<file path="src/rtl/fcp6_top.sv">
// fcp6_top: FCP6 link with one master and one embedded slave. The two agents
// talk only through the shared data/ctrl lanes and the ack line. Bytes move as
// four 2-bit beats, MSB first.
// Optional feature: define FCP6_PARITY_EN to add a write parity beat after the
// payload. The slave withholds ack when that beat does not match.
module fcp6_top #(
    parameter logic [6:0]  SLAVE_ADDR    = 7'h33,
    parameter logic [7:0]  SLAVE_RD_INIT = 8'h58,
    parameter int unsigned ACK_TIMEOUT   = 8
) (
    input  logic       clk,
    input  logic       rst,
    input  logic       start,
    input  logic [7:0] header_in,
    input  logic [7:0] data_in,
    output logic [1:0] data,
    output logic [1:0] ctrl,
    output logic       ack,
    output logic       busy,
    output logic [7:0] read_data,
    output logic [7:0] slave_rx_data,
    output logic       done,
    output logic       error
);

    localparam logic [1:0] CTRL_IDLE = 2'b00;
    localparam logic [1:0] CTRL_HDR  = 2'b01;
    localparam logic [1:0] CTRL_DATA = 2'b10;
    localparam logic [1:0] CTRL_TURN = 2'b11;
    localparam int unsigned TW = (ACK_TIMEOUT > 1) ? $clog2(ACK_TIMEOUT) : 1;

    typedef enum logic [2:0] {
        M_IDLE, M_HDR, M_WDATA, M_PAR, M_WAIT_ACK, M_TURN, M_RDATA, M_FIN
    } mst_t;

    typedef enum logic [2:0] {
        S_IDLE, S_HDR, S_WDATA, S_PAR, S_TURN, S_RDATA
    } slv_t;

    // Beat k of a byte, MSB first.
    function automatic logic [1:0] f_beat(input logic [7:0] b, input logic [1:0] k);
        logic [1:0] v;
        case (k)
            2'd0:    v = b[7:6];
            2'd1:    v = b[5:4];
            2'd2:    v = b[3:2];
            default: v = b[1:0];
        endcase
        return v;
    endfunction

    // Master registers
    mst_t          r_mst;
    logic [7:0]    r_hdr;
    logic [7:0]    r_pay;
    logic [2:0]    r_beat;
    logic [TW-1:0] r_wait;
    logic [5:0]    r_rx_shift;
    logic [1:0]    r_ctrl;
    logic [1:0]    r_m_data;
    logic          r_busy;
    logic          r_done;
    logic          r_error;
    logic [7:0]    r_read_data;

    // Slave registers
    slv_t          r_slv;
    logic [5:0]    r_s_shift;
    logic [2:0]    r_s_cnt;
    logic [1:0]    r_s_data;
    logic          r_ack;
    logic [7:0]    r_rx_data;
    logic [7:0]    r_s_rdreg;
`ifdef FCP6_PARITY_EN
    logic [7:0]    r_s_hdr;
    logic [7:0]    r_s_byte;
`endif

    // Shared lanes: an idle agent drives zeros, so OR-ing gives the owner's value.
    logic [1:0] w_data;
    logic [1:0] w_ctrl;
    logic       w_ack;
    logic [7:0] w_s_word;
    logic       w_s_match;

    assign w_data    = r_m_data | r_s_data;
    assign w_ctrl    = r_ctrl;
    assign w_ack     = r_ack;
    assign w_s_word  = {r_s_shift, w_data};
    assign w_s_match = (w_s_word[7:1] == SLAVE_ADDR);

    assign data          = w_data;
    assign ctrl          = w_ctrl;
    assign ack           = w_ack;
    assign busy          = r_busy;
    assign read_data     = r_read_data;
    assign slave_rx_data = r_rx_data;
    assign done          = r_done;
    assign error         = r_error;

    // Master FSM: lane outputs are registered and set up for the state being entered.
    always_ff @(posedge clk or negedge rst) begin
        if (!rst) begin
            r_mst       <= M_IDLE;
            r_hdr       <= '0;
            r_pay       <= '0;
            r_beat      <= '0;
            r_wait      <= '0;
            r_rx_shift  <= '0;
            r_ctrl      <= CTRL_IDLE;
            r_m_data    <= '0;
            r_busy      <= 1'b0;
            r_done      <= 1'b0;
            r_error     <= 1'b0;
            r_read_data <= '0;
        end else begin
            r_done  <= 1'b0;
            r_error <= 1'b0;
            case (r_mst)
                M_IDLE: begin
                    if (start) begin
                        r_hdr    <= header_in;
                        r_pay    <= data_in;
                        r_busy   <= 1'b1;
                        r_mst    <= M_HDR;
                        r_ctrl   <= CTRL_HDR;
                        r_m_data <= header_in[7:6];
                        r_beat   <= 3'd1;
                    end
                end
                M_HDR: begin
                    if (r_beat == 3'd4) begin
                        if (r_hdr[0]) begin
                            r_mst    <= M_WDATA;
                            r_ctrl   <= CTRL_DATA;
                            r_m_data <= f_beat(r_pay, 2'd0);
                            r_beat   <= 3'd1;
                        end else begin
                            r_mst    <= M_TURN;
                            r_ctrl   <= CTRL_TURN;
                            r_m_data <= '0;
                        end
                    end else begin
                        r_m_data <= f_beat(r_hdr, r_beat[1:0]);
                        r_beat   <= r_beat + 3'd1;
                    end
                end
                M_WDATA: begin
                    if (r_beat == 3'd4) begin
`ifdef FCP6_PARITY_EN
                        r_mst    <= M_PAR;
                        r_m_data <= {1'b0, ^{r_hdr, r_pay}};
`else
                        r_mst    <= M_WAIT_ACK;
                        r_ctrl   <= CTRL_IDLE;
                        r_m_data <= '0;
                        r_wait   <= '0;
`endif
                    end else begin
                        r_m_data <= f_beat(r_pay, r_beat[1:0]);
                        r_beat   <= r_beat + 3'd1;
                    end
                end
                M_PAR: begin
                    r_mst    <= M_WAIT_ACK;
                    r_ctrl   <= CTRL_IDLE;
                    r_m_data <= '0;
                    r_wait   <= '0;
                end
                M_WAIT_ACK: begin
                    if (w_ack) begin
                        if (r_hdr[0]) begin
                            r_mst  <= M_FIN;
                            r_done <= 1'b1;
                        end else begin
                            r_mst  <= M_RDATA;
                            r_ctrl <= CTRL_DATA;
                            r_beat <= '0;
                        end
                    end else if (r_wait == TW'(ACK_TIMEOUT - 1)) begin
                        r_mst   <= M_FIN;
                        r_done  <= 1'b1;
                        r_error <= 1'b1;
                    end else begin
                        r_wait <= r_wait + 1'b1;
                    end
                end
                M_TURN: begin
                    r_m_data <= '0;
                    if (w_ack) begin
                        r_mst  <= M_RDATA;
                        r_ctrl <= CTRL_DATA;
                        r_beat <= '0;
                    end else begin
                        r_mst  <= M_WAIT_ACK;
                        r_ctrl <= CTRL_IDLE;
                        r_wait <= '0;
                    end
                end
                M_RDATA: begin
                    r_rx_shift <= {r_rx_shift[3:0], w_data};
                    if (r_beat == 3'd3) begin
                        r_read_data <= {r_rx_shift, w_data};
                        r_mst       <= M_FIN;
                        r_done      <= 1'b1;
                        r_ctrl      <= CTRL_IDLE;
                    end else begin
                        r_beat <= r_beat + 3'd1;
                    end
                end
                M_FIN: begin
                    r_busy <= 1'b0;
                    r_mst  <= M_IDLE;
                end
                default: r_mst <= M_IDLE;
            endcase
        end
    end

    // Slave FSM: samples the lanes each edge, acks matches and drives read beats.
    always_ff @(posedge clk or negedge rst) begin
        if (!rst) begin
            r_slv     <= S_IDLE;
            r_s_shift <= '0;
            r_s_cnt   <= '0;
            r_s_data  <= '0;
            r_ack     <= 1'b0;
            r_rx_data <= '0;
            r_s_rdreg <= SLAVE_RD_INIT;
`ifdef FCP6_PARITY_EN
            r_s_hdr   <= '0;
            r_s_byte  <= '0;
`endif
        end else begin
            r_ack <= 1'b0;
            case (r_slv)
                S_IDLE: begin
                    if (w_ctrl == CTRL_HDR) begin
                        r_s_shift <= {r_s_shift[3:0], w_data};
                        r_s_cnt   <= 3'd1;
                        r_slv     <= S_HDR;
                    end
                end
                S_HDR: begin
                    if (w_ctrl != CTRL_HDR) begin
                        r_slv <= S_IDLE;
                    end else if (r_s_cnt == 3'd3) begin
`ifdef FCP6_PARITY_EN
                        r_s_hdr <= w_s_word;
`endif
                        if (!w_s_match) begin
                            r_slv <= S_IDLE;
                        end else if (w_s_word[0]) begin
                            r_slv   <= S_WDATA;
                            r_s_cnt <= '0;
                        end else begin
                            r_ack <= 1'b1;
                            r_slv <= S_TURN;
                        end
                    end else begin
                        r_s_shift <= {r_s_shift[3:0], w_data};
                        r_s_cnt   <= r_s_cnt + 3'd1;
                    end
                end
                S_WDATA: begin
                    if (w_ctrl != CTRL_DATA) begin
                        r_slv <= S_IDLE;
                    end else if (r_s_cnt == 3'd3) begin
`ifdef FCP6_PARITY_EN
                        r_s_byte <= w_s_word;
                        r_slv    <= S_PAR;
`else
                        r_rx_data <= w_s_word;
                        r_ack     <= 1'b1;
                        r_slv     <= S_IDLE;
`endif
                    end else begin
                        r_s_shift <= {r_s_shift[3:0], w_data};
                        r_s_cnt   <= r_s_cnt + 3'd1;
                    end
                end
`ifdef FCP6_PARITY_EN
                S_PAR: begin
                    if (w_ctrl == CTRL_DATA && !w_data[1] &&
                        w_data[0] == ^{r_s_hdr, r_s_byte}) begin
                        r_rx_data <= r_s_byte;
                        r_ack     <= 1'b1;
                    end
                    r_slv <= S_IDLE;
                end
`endif
                S_TURN: begin
                    if (w_ctrl == CTRL_TURN) begin
                        r_s_data <= f_beat(r_s_rdreg, 2'd0);
                        r_s_cnt  <= 3'd1;
                        r_slv    <= S_RDATA;
                    end else begin
                        r_slv <= S_IDLE;
                    end
                end
                S_RDATA: begin
                    if (r_s_cnt == 3'd4) begin
                        r_s_data <= '0;
                        r_slv    <= S_IDLE;
                    end else begin
                        r_s_data <= f_beat(r_s_rdreg, r_s_cnt[1:0]);
                        r_s_cnt  <= r_s_cnt + 3'd1;
                    end
                end
                default: r_slv <= S_IDLE;
            endcase
        end
    end

endmodule

</file>
<file path="config.mk">
export PLATFORM = sky130hd
export DESIGN_NAME = fcp6_top
export DESIGN_NICKNAME = d
export VERILOG_FILES = /design/src/rtl/fcp6_top.sv
export SDC_FILE = /design/constraint.sdc
export NUM_CORES = 1
export LEC_CHECK = 0
export ABC_CLOCK_PERIOD_IN_PS = 2100
export BUFFER_PORTS_ARGS = -buffer_cell sky130_fd_sc_hd__buf_2
export CORE_ASPECT_RATIO = 1.1
export CORE_MARGIN = 8
export CORE_UTILIZATION = 55
export CTS_CLUSTER_SIZE = 28
export DETAILED_ROUTE_END_ITERATION = 6
export GPL_ROUTABILITY_DRIVEN = 0
export GPL_TIMING_DRIVEN = 0
export HOLD_SLACK_MARGIN = 0.15
export PLACE_DENSITY = 0.82
export RECOVER_POWER = 50
export SETUP_SLACK_MARGIN = 0.4
export SLEW_MARGIN = 30
export SYNTH_ARGS = -nofsm -noshare
export SYNTH_HDL_FRONTEND = slang
export SYNTH_SLANG_ARGS = --single-unit
</file>
<file path="constraint.sdc">
create_clock -name clk -period 2.1 [get_ports clk]
set_input_delay 0.21 -clock clk [delete_from_list [all_inputs] [get_ports clk]]
set_output_delay 0.21 -clock clk [all_outputs]
set_load 0.02 [all_outputs]
</file>
After elaboration in Yosys (flattened, before gate mapping)
Cells that the tools add are included.
- flip-flop bits (word level): 69
- input port bits: 19
- output and inout bits: 24
- add/sub/neg operators: 3
- eq/ne operators: 50
- mux-type cells: 83
- bitwise operators: 2
- reduce and logical (&&, ||, !) cells: 26
- operators with widths (operator ; number):
    $mux 3 ; 35
    $ne 2x2->1 const B ; 20
    $pmux 3 s5 ; 2
    $mux 2 ; 14
    $eq 3x3->1 const B ; 9
    $mux 6 ; 4
    $pmux 3 s8 ; 1
    $ne 3x3->1 const B ; 6
    $pmux 2 s3 ; 3
    $pmux 3 s6 ; 1
    $pmux 6 s3 ; 1
    $eq 3x2->1 const B ; 5
    $mux 1 ; 15
    $pmux 2 s7 ; 1
    $pmux 3 s4 ; 1
    $reduce_and 2->1 ; 5
    $reduce_and 5->1 ; 2
    $add 3x1->3 const B ; 3
    $reduce_and 9->1 ; 1
    $pmux 2 s4 ; 1
    $reduce_and 4->1 ; 2
    $reduce_and 8->1 ; 1
    $reduce_bool 4->1 ; 2
    $eq 7x6->1 const B ; 1
    other kinds (18) ; 28

Logic depth before layout (Yosys ltp)
Gate-level depths: netlist (run 1).
- depth in word-level cells: 6
- mapped depth: 8
- mapped depth without buffers: 6

Least setup slack after synthesis (run 1)
OpenSTA, ideal clock, no wires.
- path type: flip-flop to flip-flop
- start: reg r_beat[0]
- end: reg r_ctrl[1] (netlist: ctrl[1])
- setup time: 0.125 ns
- data arrival time: 1.842 ns
- setup slack: 0.133 ns
- cell stages (with the launch flop): 9
- buffers on the path: 2
- cell sequence: dfrtp_1 > inv_1 > ha_1 > buf_6 > and2_4 > buf_6 > a2111o_1 > o211ai_2 > mux2_4
- cells in the longest elaborated chain, start to end: 3
- elaborated cells between the ends (all ways): 6
- RTL lines (element ; line ; source):
    from (decl) ; 56 ; logic [2:0] r_beat;
    from (signal assigned) ; 145 ; r_beat <= r_beat + 3'd1;
    from (signal assigned) ; 161 ; r_beat <= r_beat + 3'd1;
    from (signal assigned) ; 208 ; r_beat <= r_beat + 3'd1;
    $eq 3x2->1 or $eq 3x3->1 (tied branches) ; 202, 132, 149 ;
    $ne 2x2->1 (no source line) ; -- ;
    $reduce_and 7->1 (no source line) (*) ; -- ;
    to (signal assigned) ; 192 ; r_ctrl <= CTRL_DATA;
    to (signal assigned) ; 196 ; r_ctrl <= CTRL_IDLE;
    to (signal assigned) ; 206 ; r_ctrl <= CTRL_IDLE;
    to (decl) ; 59 ; logic [1:0] r_ctrl;
Mark *: on every way between the ends. The rest lies on a longest branch, timed or not.
A chain may end at the register's enable or synchronous reset.

Worst setup path in the final report (run 1)
- start: reg r_beat[0]
- end: reg r_mst[1]
- cells in the longest elaborated chain, start to end: 3
- elaborated cells between the ends (all ways): 6
- RTL lines (element ; line ; source):
    $eq 3x2->1 or $eq 3x3->1 (tied branches) ; 202, 132, 149 ;
    $ne 2x2->1 (no source line) ; -- ;
    $reduce_and 5->1 (no source line) (*) ; -- ;
    to (signal assigned) ; 204 ; r_mst <= M_FIN;
    to (signal assigned) ; 213 ; r_mst <= M_IDLE;
    to (signal assigned) ; 215 ; default: r_mst <= M_IDLE;
    to (decl) ; 53 ; mst_t r_mst;
Marked as above.

==> results.json, run 1 <==
{
  "outcome": "finished, violations left",
  "violations": "design-rule violations",
  "min_period_ns": 1.93,
  "worstHoldStart": "start",
  "period_share": 0.918,
  "antenna_found_initial": 0,
  "start_kind": "flip-flop",
  "switchingPower_w": 0.00275,
  "setup_slack_ns": 0.173,
  "area_delta_synth_final_pct": 34.0,
  "r2r_cells": 10,
  "min_path_type": "input port to flip-flop",
  "cp_common_cell": "buf_6",
  "wl_per_cell_um": 19.4,
  "async_flop_share": 1.00,
  "path_max_fanout": 4,
  "wl_mm": 9.67,
  "diodes": 0,
  "power_frac_comb": 0.535,
  "vias": 3035,
  "drcViolationCount": 6,
  "nFillCells": 413,
  "drive_gt1_frac": 0.386,
  "die-area_sq_um": 9400,
  "cts_tree": "yes",
  "dp_slack_ns": 0.134,
  "clock.fmax_ghz": 0.519,
  "syn_area_sq_um": 3600,
  "maxSlewHeadroom": 0.457,
  "r2r_setup_slack_ns": 0.17,
  "p_sw_frac": 0.408,
  "timing.rr.end": "r_mst[1]",
  "drtAntennaViolNets": 0,
  "yosys-top-cells-area": "dfrtp_1, mux2_1, mux2_2",
  "fin_nets": 444,
  "setup_viol": 0,
  "ioPinCount": 43,
  "crit_path_end_kind": "flip-flop",
  "clock_sinks": 67,
  "synth_common_cells": "dfrtp_1, nand2_1, mux2_1",
  "cts-root-buf": "clkbuf_8",
  "maxCapViolCount": 0,
  "yosysTopAreaCell": "dfrtp_1",
  "cp.required_ns": 2.33,
  "drt_iter0_markers": 330,
  "hpwl_mm": 5.63,
  "holdPathEnd": "busy",
  "r2r_start": "r_beat[0]",
  "internal_power_w": 0.00400,
  "setup_tns_ns": 0,
  "slowest_stage": "a2111o_1",
  "synth_top_area_frac": 0.465,
  "tightest_slew_ns": 0.814,
  "critPathKind": "flip-flop to flip-flop",
  "p_seq_frac": 0.320,
  "path_clk_slew_ns": 0.08,
  "ys_types": 68,
  "worstHoldPathCells": 5,
  "drtPass1Iterations": 7,
  "seq_area_sq_um": 1680,
  "critPathTopFamily": "buffers and inverters",
  "dieHeight_um": 101,
  "p_leak_nw": 2.23,
  "multiInputGateArea_sq_um": 2040,
  "synth_most_common_cell": "dfrtp_1",
  "skew_ns": 0.0123,
  "grt.total_usage": 0.199,
  "core_sq_um": 6480,
  "port_buffers": 42,
  "cts_inserted_buffers": 9,
  "crit_chain": "inv_2 > ha_4 > buf_6 > and2_4 > buf_6 > a2111o_1 > buf_4 > buf_6 > nand3_4 > o2bb2ai_1",
  "rsz0062_at_grt": "true",
  "clock_latency_ns": 0.35,
  "ir_drop_uv": 790,
  "dieWidth_um": 93.2,
  "postPlaceCellArea_sq_um": 4010,
  "initial_core_util": 0.556,
  "synth_nets": 345,
  "finalMaxSlewViolations": 0,
  "yosys_most_used_dff": "dfrtp_1",
  "ys_ff_latch": 67,
  "power_density_nw_per_um2": 1400,
  "holdWs_ns": 0.463,
  "syn_area_per_cell_sq_um": 11.5,
  "grt_start_max_net_pins": 38,
  "clockPowerShare": 0.145,
  "hold_viol": 0,
  "yosys_warnings": 8,
  "clockBufferDepth": 2,
  "overflow": 0,
  "grt_first_pass_wirelength_mm": 14.8,
  "cp_num_buf_inv": 5,
  "crit_arrival_ns": 2.16,
  "grt_pass1_vias": 3077,
  "critical_path.max_stage_delay_ns": 0.40,
  "synth-edff-count": 0,
  "synth_cells": 314,
  "cts-htree-levels": 3,
  "postLayoutCellArea_sq_um": 4830,
  "row_count": 31,
  "viasPerCell": 6.08,
  "synth_seq_area_share": 0.465
}
how the worst max path moves through the flow:
stage | cells after the start | to | startpoint | slack, ns
finish | 10 | r_mst[1] | r_beat[0] | 0.17
global route | 8 | r_m_data[0] | r_beat[1] | 0.1
CTS | 8 | ctrl[1] | r_beat[1] | 0.21
detailed placement | 6 | r_beat[2] | r_beat[0] | 0.13
global placement | 8 | ctrl[1] | r_beat[0] | 0.16
floorplan | 8 | ctrl[1] | r_beat[0] | 0.24
cell usage in the layout (no fill, tap or decap), drive strengths merged, types with 2 or more instances in the layout:
| cell type | netlist | final |
|---|---|---|
| a211oi | 3 | 3 |
| a21boi | 2 | 2 |
| a21oi | 8 | 8 |
| a222oi | 4 | 4 |
| a22oi | 2 | 2 |
| a2bb2oi | 4 | 4 |
| a31oi | 4 | 4 |
| and2b | 2 | 2 |
| and3 | 2 | 2 |
| buf | 12 | 69 |
| clkbuf | 4 | 27 |
| clkinv | 1 | 4 |
| dfrtp | 67 | 67 |
| dlygate4sd3 | 0 | 17 |
| ha | 12 | 12 |
| inv | 12 | 13 |
| mux2 | 46 | 46 |
| mux2i | 6 | 6 |
| nand2 | 34 | 35 |
| nand2b | 8 | 8 |
| nand3 | 5 | 5 |
| nand3b | 3 | 3 |
| nand4 | 2 | 2 |
| nand4b | 2 | 2 |
| nor2 | 7 | 7 |
| nor2b | 6 | 6 |
| nor3 | 6 | 6 |
| nor3b | 3 | 3 |
| o21a | 2 | 2 |
| o21ai | 12 | 12 |
| o21bai | 2 | 2 |
| o22ai | 5 | 5 |
| o2bb2ai | 3 | 3 |
| o31ai | 2 | 2 |
| or3 | 2 | 2 |
worst reg2reg max path: stages (launching register included):
cell and delay, ns:
dfrtp_2 0.39, inv_2 0.06, ha_4 0.15, buf_6 0.11
and2_4 0.13, buf_6 0.12, a2111o_1 0.41, buf_4 0.16
buf_6 0.11, nand3_4 0.08, o2bb2ai_1 0.09
per-stage QoR:
stage	instances	power, W	util
finish	499	0.00676	0.746
global route	499	0.00714	0.746
CTS	490	0.00625	0.717
detailed placement	439	0.00477	0.619
global placement	438	0.00466	0.616
floorplan	314	0.00409	-
power groups by stage:
stage / Sequential (W) / Clock, W / Combinational, W
after global routing: 0.00222 / 0.00105 / 0.00387
after detailed placement: 0.00216 / 0 / 0.00261
after CTS: 0.00214 / 0.000988 / 0.00312
after global placement: 0.00213 / 0 / 0.00253
after floorplan: 0.00215 / 0 / 0.00194
final: 0.00216 / 0.000978 / 0.00362
flip-flops by register name, indices dropped and copies added, names as in the netlist:
name	cells
r_slv	3
r_mst	3
done	1
ack	1
r_m_data	2
ctrl	2
r_wait	3
read_data	8
r_hdr	8
r_pay	8
slave_rx_data	8
r_s_cnt	3
error	1
r_rx_shift	6
busy	1
r_s_shift	6
r_beat	3
cells by family (layout without fill, tap and decap cells):
| family | Yosys count | in the layout | share of synthesized area |
|---|---|---|---|
| AND/OR/NAND/NOR | 88 | 89 | 0.140 |
| AO/OA/AOI/OAI | 65 | 65 | 0.140 |
| buffers and inverters | 29 | 131 | 0.0493 |
| multiplexers | 52 | 52 | 0.161 |
| XOR/XNOR | 1 | 1 | 0.00243 |
| flip-flops | 67 | 67 | 0.465 |
| adder cells (fa/ha/maj) | 12 | 12 | 0.0417 |
routing by layer:
layer  wire length [um]  global-route usage
met1               3850               0.230
met3                675              0.0529
met5                  0                   0
met2               4860               0.328
met4                281               0.105
layout make-up:
| type | count | area share |
|---|---|---|
| well taps | 82 | 0.0212 |
| clock inverters | 5 | 0.00803 |
| multi-input cells | 219 | 0.423 |
| repair buffers | 87 | 0.135 |
| inverters | 13 | 0.0101 |
| clock buffers | 10 | 0.0285 |
| plain buffers | 16 | 0.0272 |
| flip-flops and latches | 67 | 0.347 |
what timing repair did:
action / 4_1_cts / 5_1_grt
cloned: 0 / 1
pin swaps: 8 / 10
hold buffers: 17 / 0
endpoints found under the hold margin: 61 / 0
setup endpoints to repair: 36 / 38
buffers inserted: 19 / 8
gates resized for setup: 28 / 25
Note: power is estimated with default switching activity, not from simulation.
==> run 2, diff against run 1 <==
CORE_UTILIZATION = 40   (was 55)
CTS_BUF_LIST = sky130_fd_sc_hd__clkbuf_2 sky130_fd_sc_hd__clkbuf_4 sky130_fd_sc_hd__clkbuf_8   (was not set)
GPL_TIMING_DRIVEN = not set   (was 0)
PLACE_DENSITY = 0.64   (was 0.82)
==> results.json, run 2 (synthesized netlist as in run 1, its figures left out) <==
{
  "outcome": "finished, final reports clean",
  "ir_drop_uv": 576,
  "holdPathEnd": "busy",
  "hpwl_mm": 5.86,
  "switchingPower_w": 0.00256,
  "antenna_found_initial": 0,
  "crit_arrival_ns": 2.05,
  "diodes": 0,
  "final_cell_mix": "dfrtp_1, nand2_1, buf_2",
  "cp_num_buf_inv": 1,
  "met3_length_um": 451,
  "core_sq_um": 8830,
  "drcViolationCount": 0,
  "maxSlewHeadroom": 0.403,
  "drive_gt1_frac": 0.391,
  "cts-root-buf": "clkbuf_8",
  "min_period_ns": 1.82,
  "maxCapViolCount": 0,
  "r2r_setup_slack_ns": 0.28,
  "cts_tree": "yes",
  "grt_pass1_vias": 2862,
  "power_density_nw_per_um2": 1360,
  "internal_power_w": 0.00386,
  "clock_latency_ns": 0.35,
  "finalNonFillerCells": 518,
  "critPathTopFamily": "compound AO/OA/AOI/OAI gates",
  "grt.total_usage": 0.145,
  "met1Wirelength_mm": 3.75,
  "finalMaxSlewViolations": 0,
  "timing.rr.end": "ctrl[1]",
  "nFillCells": 785,
  "start_kind": "flip-flop",
  "overflow": 0,
  "crit_path_end_kind": "flip-flop",
  "r2r_start": "r_beat[0]",
  "wl_per_cell_um": 16.4,
  "ioPinCount": 43,
  "wl_met2_mm": 4.15,
  "postPlaceCellArea_sq_um": 3990,
  "path_max_fanout": 6,
  "drt_iter0_markers": 147,
  "final_common_cell": "dfrtp_1",
  "holdWs_ns": 0.391,
  "postLayoutCellArea_sq_um": 4710,
  "dieWidth_um": 107,
  "setup_tns_ns": 0,
  "viasPerCell": 5.27,
  "min_path_type": "input port to flip-flop",
  "hold_viol": 0,
  "clockBufferDepth": 2,
  "p_leak_nw": 2.14,
  "fin_nets": 430,
  "p_sw_frac": 0.399,
  "wl_mm": 8.51,
  "area_delta_synth_final_pct": 30.6,
  "dp_slack_ns": 0.210,
  "vias": 2730,
  "r2r_cells": 6,
  "p_seq_frac": 0.343,
  "drtAntennaViolNets": 0,
  "port_buffers": 42,
  "cts_inserted_buffers": 9,
  "worstHoldStart": "start",
  "clockPowerShare": 0.164,
  "die-area_sq_um": 12300,
  "cp.required_ns": 2.33,
  "skew_ns": 0.00552,
  "rsz0062_at_grt": "true",
  "dieHeight_um": 116,
  "tightest_slew_ns": 0.896,
  "highest_layer": "met4",
  "period_share": 0.865,
  "critPathKind": "flip-flop to flip-flop",
  "initial_core_util": 0.408,
  "power_frac_comb": 0.493,
  "row_count": 36,
  "clock.fmax_ghz": 0.551,
  "setup_viol": 0,
  "clock_sinks": 67,
  "setup_slack_ns": 0.284,
  "grt_start_max_net_pins": 38,
  "crit_path_start": "r_beat[0]",
  "cts-htree-levels": 3,
  "slowest_stage": "dfrtp_1",
  "path_clk_slew_ns": 0.08,
  "grt_first_pass_wirelength_mm": 14.1,
  "worstHoldPathCells": 5,
  "critical_path.max_stage_delay_ns": 0.44,
  "drtPass1Iterations": 4,
  "crit_chain": "inv_2 > ha_4 > and2_4 > a2111o_1 > o211ai_2 > mux2_4",
  "dp_cells": 467
}
[run 2: cell count changes in the layout (fill, tap and decap cells not counted), moves of 3 or more]
| cell | delta |
|---|---|
| ha_1 | -3 |
| dfrtp_1 | -7 |
| buf_6 | -11 |
| ha_4 | +3 |
| dfrtp_2 | +7 |
| buf_12 | -3 |
| buf_2 | -3 |
| buf_4 | +7 |
[run 2: per-stage QoR]
step	util	total power [W]
5_1_grt	0.533	0.00685
3_5_place_dp	0.452	0.00474
3_3_place_gp	0.452	0.00466
4_1_cts	0.516	0.00613
6_report	0.533	0.00641
2_1_floorplan	-	0.00409
[run 2: per-layer routing]
layer  vias to the layer above  track usage
met2                        66        0.242
met5                         -            0
met3                        18       0.0484
li1                       1317            -
met1                      1329        0.168
met4                         0       0.0582
[run 2: timing repair]
action	CTS	global route
hold endpoints to repair	83	0
resized for setup	27	30
pin swaps	7	16
setup buffers	11	7
endpoints found under the setup margin	34	38
hold buffers	17	0
[run 2: power groups by stage]
stage / clock (W) / sequential (W) / combinational (W)
2_1_floorplan: 0 / 0.00215 / 0.00194
3_3_place_gp: 0 / 0.00217 / 0.00248
3_5_place_dp: 0 / 0.00219 / 0.00255
4_1_cts: 0.00108 / 0.00219 / 0.00287
5_1_grt: 0.00114 / 0.00228 / 0.00343
6_report: 0.00105 / 0.00220 / 0.00316
[run 2: worst max-delay path by stage]
stage | cells after the start | slack (ns) | end
floorplan | 8 | 0.24 | ctrl[1]
global placement | 6 | 0.25 | r_beat[1]
detailed placement | 6 | 0.21 | r_beat[1]
CTS | 7 | 0.33 | r_s_shift[2]
global route | 7 | 0.25 | r_s_shift[4]
finish | 6 | 0.28 | ctrl[1]
[run 2: layout make-up]
class / count / area, sq um / area share
Clock buffer: 11 / 151 / 0.0322
Clock inverter: 5 / 42.5 / 0.00904
Inverter: 13 / 53.8 / 0.0114
Multi-Input combinational cell: 218 / 2020 / 0.429
Sequential cell: 67 / 1690 / 0.358
Tap cell: 114 / 143 / 0.0303
Timing Repair Buffer: 90 / 612 / 0.130
[run 2: worst register-to-register path, cell delays in order (launching register included)]
cell and delay, ns:
dfrtp_1 0.44, inv_2 0.10, ha_4 0.18, and2_4 0.17, a2111o_1 0.40, o211ai_2 0.10
mux2_4 0.31
